--- src/rtl/riscv_pkg.sv ---
// Shared ALU op codes, sequencer state encoding and width default for the
// multi-cycle MUL/DIV/MOD unit.
package riscv_pkg;

  localparam int unsigned XLEN_DEFAULT = 32;

  localparam logic [3:0] ALUOP_MUL = 4'b0010;
  localparam logic [3:0] ALUOP_DIV = 4'b0011;
  localparam logic [3:0] ALUOP_MOD = 4'b1111;

  typedef enum logic [1:0] {
    IDLE,
    CALC,
    FIX,
    DONE
  } muldiv_state_t;

  function automatic logic is_muldiv_op(input logic [3:0] op);
    return (op == ALUOP_MUL) || (op == ALUOP_DIV) || (op == ALUOP_MOD);
  endfunction

endpackage

--- src/rtl/muldiv_step.sv ---
// One combinational iteration of the unsigned shift-add multiplier or the
// restoring divider; acc is the product high half / partial remainder.
module muldiv_step
  import riscv_pkg::*;
#(
  parameter int unsigned XLEN = XLEN_DEFAULT
) (
  input  logic            is_div,
  input  logic [XLEN-1:0] acc,
  input  logic [XLEN-1:0] q,
  input  logic [XLEN-1:0] operand,
  output logic [XLEN-1:0] acc_next,
  output logic [XLEN-1:0] q_next
);

  logic [XLEN:0]   sum;
  logic [XLEN:0]   shifted;
  logic [XLEN-1:0] diff;
  logic            fits;

  always_comb begin
    sum      = {1'b0, acc} + {1'b0, operand};
    shifted  = {acc, q[XLEN-1]};
    fits     = shifted >= {1'b0, operand};
    // When the divisor fits, the true difference is below 2^XLEN, so the
    // truncated subtraction is exact.
    diff     = shifted[XLEN-1:0] - operand;
    acc_next = acc;
    q_next   = q;
    if (is_div) begin
      if (fits) begin
        acc_next = diff;
        q_next   = {q[XLEN-2:0], 1'b1};
      end else begin
        acc_next = shifted[XLEN-1:0];
        q_next   = {q[XLEN-2:0], 1'b0};
      end
    end else if (q[0]) begin
      acc_next = sum[XLEN:1];
      q_next   = {sum[0], q[XLEN-1:1]};
    end else begin
      acc_next = {1'b0, acc[XLEN-1:1]};
      q_next   = {acc[0], q[XLEN-1:1]};
    end
  end

endmodule

--- src/rtl/muldiv_sequencer.sv ---
// Multi-cycle MUL/DIV/MOD sequencer that stalls the EX stage while iterating.
// Optional MULDIV_EARLY_OUT_EN resolves trivial operands at the accept edge.
module muldiv_sequencer
  import riscv_pkg::*;
#(
  parameter int unsigned XLEN = XLEN_DEFAULT
) (
  input  logic            clk,
  input  logic            rst,
  input  logic            start,
  input  logic [3:0]      alu_op,
  input  logic            flush,
  input  logic [XLEN-1:0] operand_a,
  input  logic [XLEN-1:0] operand_b,
  output logic            stall,
  output logic            done,
  output logic [XLEN-1:0] result
);

  localparam int unsigned     CW       = $clog2(XLEN);
  localparam logic [CW-1:0]   LAST     = CW'(XLEN - 1);
  localparam logic [XLEN-1:0] MOST_NEG = {1'b1, {(XLEN-1){1'b0}}};

  muldiv_state_t state, state_next;

  logic [CW-1:0]   counter;
  logic [3:0]      op_r;
  logic [XLEN-1:0] acc, q, operand_r, a_r;
  logic            neg_quot, neg_rem, b_zero_r, ovf_r;

  logic            valid_op, accept, early, b_zero, ovf;
  logic [XLEN-1:0] abs_a, abs_b, acc_next, q_next, fix_result;

  assign valid_op = is_muldiv_op(alu_op);
  assign accept   = (state == IDLE) && start && valid_op && !flush;
  assign abs_a    = operand_a[XLEN-1] ? -operand_a : operand_a;
  assign abs_b    = operand_b[XLEN-1] ? -operand_b : operand_b;
  assign b_zero   = (operand_b == '0);
  assign ovf      = (operand_a == MOST_NEG) && (operand_b == '1);

`ifdef MULDIV_EARLY_OUT_EN
  logic [XLEN-1:0] early_result;

  always_comb begin
    early        = 1'b0;
    early_result = '0;
    if (alu_op == ALUOP_MUL) begin
      early = (operand_a == '0) || b_zero;
    end else begin
      early = b_zero || ovf;
      if (alu_op == ALUOP_DIV) early_result = b_zero ? '1 : MOST_NEG;
      else                     early_result = b_zero ? operand_a : '0;
    end
  end
`else
  assign early = 1'b0;
`endif

  assign stall = !rst && (((state == IDLE) && start && valid_op && !flush) ||
                          (state == CALC) || (state == FIX));
  assign done  = (state == DONE);

  always_ff @(posedge clk) begin
    if (rst) state <= IDLE;
    else     state <= state_next;
  end

  always_comb begin
    state_next = state;
    unique case (state)
      IDLE:    if (accept) state_next = early ? DONE : CALC;
      CALC: begin
        if (flush)                 state_next = IDLE;
        else if (counter == LAST)  state_next = FIX;
      end
      FIX:     state_next = flush ? IDLE : DONE;
      DONE:    state_next = IDLE;
      default: state_next = IDLE;
    endcase
  end

  muldiv_step #(.XLEN(XLEN)) u_step (
    .is_div   (op_r != ALUOP_MUL),
    .acc      (acc),
    .q        (q),
    .operand  (operand_r),
    .acc_next (acc_next),
    .q_next   (q_next)
  );

  always_comb begin
    fix_result = neg_quot ? -q : q;
    if (op_r == ALUOP_DIV) begin
      if (b_zero_r)   fix_result = '1;
      else if (ovf_r) fix_result = MOST_NEG;
    end else if (op_r == ALUOP_MOD) begin
      if (b_zero_r)   fix_result = a_r;
      else if (ovf_r) fix_result = '0;
      else            fix_result = neg_rem ? -acc : acc;
    end
  end

  always_ff @(posedge clk) begin
    if (rst) begin
      counter   <= '0;
      op_r      <= '0;
      acc       <= '0;
      q         <= '0;
      operand_r <= '0;
      a_r       <= '0;
      neg_quot  <= 1'b0;
      neg_rem   <= 1'b0;
      b_zero_r  <= 1'b0;
      ovf_r     <= 1'b0;
      result    <= '0;
    end else begin
      if (accept) begin
        op_r      <= alu_op;
        counter   <= '0;
        acc       <= '0;
        q         <= (alu_op == ALUOP_MUL) ? abs_b : abs_a;
        operand_r <= (alu_op == ALUOP_MUL) ? abs_a : abs_b;
        a_r       <= operand_a;
        neg_quot  <= operand_a[XLEN-1] ^ operand_b[XLEN-1];
        neg_rem   <= operand_a[XLEN-1];
        b_zero_r  <= b_zero;
        ovf_r     <= ovf;
`ifdef MULDIV_EARLY_OUT_EN
        if (early) result <= early_result;
`endif
      end
      // XLEN is a power of two, so the counter wraps to 0 after the last step.
      if (state == CALC) begin
        acc     <= acc_next;
        q       <= q_next;
        counter <= counter + 1'b1;
      end
      if ((state == FIX) && !flush) result <= fix_result;
    end
  end

endmodule

--- config.mk ---
export PLATFORM = sky130hd
export DESIGN_NAME = muldiv_sequencer
export DESIGN_NICKNAME = d
export VERILOG_FILES = /design/src/rtl/riscv_pkg.sv /design/src/rtl/muldiv_step.sv /design/src/rtl/muldiv_sequencer.sv
export SDC_FILE = /design/constraint.sdc
export NUM_CORES = 1
export LEC_CHECK = 0
export CAP_MARGIN = 10
export CELL_PAD_IN_SITES_DETAIL_PLACEMENT = 1
export CELL_PAD_IN_SITES_GLOBAL_PLACEMENT = 2
export CORE_MARGIN = 3
export CORE_UTILIZATION = 35
export CTS_CLUSTER_DIAMETER = 150
export DETAILED_ROUTE_END_ITERATION = 8
export PLACE_DENSITY_LB_ADDON = 0.1
export SLEW_MARGIN = 5
export SYNTH_ARGS = -nofsm -noshare
export SYNTH_HDL_FRONTEND = slang
export SYNTH_SLANG_ARGS = --single-unit
--- constraint.sdc ---
create_clock -name clk -period 4.6 [get_ports clk]
set_clock_uncertainty 0.1 [all_clocks]
set_input_delay 0.92 -clock clk [delete_from_list [all_inputs] [get_ports clk]]
set_output_delay 0.92 -clock clk [all_outputs]
set_load 0.02 [all_outputs]
==> impl_metrics.yaml <==
run_status:
  status: "finished, final reports clean"
clock_network:
  clock_latency_ps: 480
  clkSinkCount: 174
  cts.clk_slew.worst_paths_ps: 70
  post_cts.repair.setup_buffers: 0
  cts_max_path_buffers: 2
  cts_tree: "done"
  ctsHoldBuffers: 0
  cts_root_buf: "clkbuf_16"
  post_cts_resize_count: 0
  cts_made_buffers: 17
  h-tree-depth: 4
route:
  drt-initial-drc-count: 1275
  vias_per_cell: 6.004
  routed_wl_mm: 65.67
  vias: 16030
  drc_errors: 0
  wire_per_inst_um: 24.59
  ant_nets: 0
  first_pass_iters: 5
placed_design:
  dpl-instance-area_sq_mm: 0.01675
  dp_cells: 2638
  detailed_place_hpwl_mm: 51.57
  port_buffers: 105
  place_congestion: 0.8698
floorplan:
  dieArea_sq_mm: 0.04515
  fp.coreArea_sq_mm: 0.04204
  start_util_pct: 35.50
  die_x_um: 212.5
  top_level_ports: 106
  die_y_um: 212.5
  fp-row-count: 75
synth:
  synth_edf_count: 0
  ys_seq_area_share_pct: 23.34
  ys_warn_count: 0
  syn_avg_cell_area_sq_um: 7.223
  synth.net_count: 2211
  synth_cells: 2066
  synth-seq-cells: 174
  synth_cell_type_count: 85
  synth_ff_type: "dfxtp_1"
  synthesis.area_sq_mm: 0.01492
  synthArstFlopShare_pct: 0
min_path:
  hold-path-endpoint: "result[10]"
  hold_class: "reg -> reg"
  min_from: "result[10]"
  hold_depth: 2
timing:
  drv_slew: 0
  hold_viol: 0
  tightestPinTransition_ps: 1094
  fmax_ghz: 0.2408
  setup_tns_ps: 0
  fin_crit_ps: 4154
  finalCritPeriodShare_pct: 90.30
  worst_hold_slack_ps: 354.1
  rsz0062_at_grt: "false"
  maxSlewHeadroom_pct: 26.61
  setup_viol: 0
power_and_ir_drop:
  power_mw: 4.534
  peakVddDrop_mv: 0.1867
  power_density_mw_per_mm2: 261.5
  leakagePower_nw: 6.464
cells_and_area:
  nFillCells: 5247
  fin_cells: 2670
  final_nets: 2263
  drive_above_1_share_pct: 7.555
  final-seq-area_sq_mm: 0.003486
  multi_input_area_sq_mm: 0.01062
  syn2layout_area_growth_pct: 16.17
  antenna_cells: 0
  stdcell_area_sq_mm: 0.01734
setup_path:
  end_kind: "flip-flop"
  r2r_cells: 13
  rr_startpoint: "operand_r[2]"
  critPathArrivalTime_ps: 4410
  cp_max_fo: 39
  timing.critical_path.required_ps: 4860
  critPathLaunchType: "flip-flop"
  rrSetupSlack_ps: 450
  reg2reg_to: "acc[9]"
  crit_type: "reg -> reg"
grt:
  grtUsageTotal_pct: 28.74
  grt_max_degree: 79
  grt_pass1_vias: 15630
  antenna_found_initial: 3
  grt_pass1_wl_mm: 98.39
  grt_overflow_total: 0
flow_run:
  maxCapViolCount: 0
==> Yosys cell counts, drive strengths merged (45+ instances only) <==
master / n / area, sq um
clkbuf: 133 / 500.5
xnor2: 101 / 884.6
ha: 71 / 888.4
o21ai: 120 / 608.1
inv: 60 / 225.2
nand3: 45 / 225.2
a211oi: 77 / 583.1
nor2: 161 / 604.3
nand2: 333 / 1250
dfxtp: 174 / 3483
o31ai: 50 / 385.4
a21oi: 192 / 964.7
xor2: 68 / 595.6
o211ai: 50 / 380.4
==> state kept, by name, summed over array words and instances, names as in the netlist <==
register,flops
operand_r,32
q,32
state,2
b_zero_r,1
result,32
neg_quot,1
counter,5
acc,32
op_r,4
ovf_r,1
a_r,32
==> cells in the final DEF (no fill, tap or decap), types with 10 or more instances in the layout <==
cell type        count
a32o_1              14
a21o_1              22
o21ai_0            117
o211ai_1            49
inv_1               60
xor2_1              68
or3_1               17
xnor2_1            101
nand2_1            333
clkbuf_16           17
nand4_1             22
buf_4               80
o21bai_1            13
nor4_1              15
a21oi_1            191
nor2b_1             10
dfxtp_1            172
a31oi_1             10
nand2b_1            17
nand3_1             45
o41ai_1             12
clkdlybuf4s50_1    104
a211oi_1            76
ha_1                71
nor2_1             159
a221oi_1            20
a311oi_1            35
mux2i_1             35
nor3_1              35
o31ai_1             48
==> worst max-delay path by stage <==
stage	slack [ps]	depth (start not counted)	end	start
CTS	460	13	acc[9]	operand_r[2]
finish	450	13	acc[9]	operand_r[2]
global placement	190	11	q[29]	operand_b[16]
floorplan	870	10	q[29]	operand_b[16]
global route	120	13	acc[9]	operand_r[1]
detailed placement	130	10	q[27]	operand_b[16]
==> through the flow <==
step	utilization (%)	worst slack (ps)
floorplan	-	865.2
global placement	39.84	190.4
detailed placement	39.84	134.2
CTS	41.24	456.3
global route	41.24	117.6
finish	41.24	446.4
==> power by group <==
group | internal [mW] | switching [mW] | total, mW | leakage, nW
clock network | 0.786 | 0.764 | 1.55 | 0.291
registers | 1.54 | 0.0566 | 1.59 | 1.41
logic | 0.562 | 0.829 | 1.39 | 4.77
total | 2.88 | 1.65 | 4.53 | 6.46
==> critical path: stages, from the launching register on <==
cell	delay, ps
dfxtp_1	370
inv_1	60
ha_1	360
nand3_1	120
o21bai_1	200
a2111o_1	480
a211oi_1	500
o21ai_0	290
a21oi_1	330
a21o_1	360
buf_12	270
mux2i_1	210
nand2_1	70
a32o_1	270
==> final cells by class <==
| cell class | instances | area share (%) |
|---|---|---|
| Tap cell | 539 | 3.890 |
| Clock inverter | 13 | 0.8372 |
| Clock buffer | 19 | 2.555 |
| Multi-Input combinational cell | 1675 | 61.24 |
| Timing Repair Buffer | 189 | 10.05 |
| Inverter | 61 | 1.321 |
| Sequential cell | 174 | 20.11 |
==> cells by family (layout without fill, tap and decap cells) <==
| logic type | Yosys count | count (layout) | synth area share [%] |
|---|---|---|---|
| flip-flops | 174 | 174 | 23.34 |
| AND/OR/NAND/NOR | 722 | 722 | 22.08 |
| AO/OA/AOI/OAI | 673 | 673 | 30.07 |
| multiplexers | 38 | 38 | 2.574 |
| buffers and inverters | 217 | 282 | 5.802 |
| XOR/XNOR | 169 | 169 | 9.919 |
| adder cells (fa/ha/maj) | 73 | 73 | 6.221 |
==> layer usage <==
metal | vias up | global-route usage [%] | part of all wire (%)
met3 | 62 | 4.456 | 5.1
met5 | - | 0 | 0.018
met2 | 418 | 43.69 | 43
li1 | 7639 | - | -
met4 | 2 | 7.479 | 2.2
met1 | 7911 | 42.25 | 49
No activity file was read; power rests on OpenSTA's default activity.
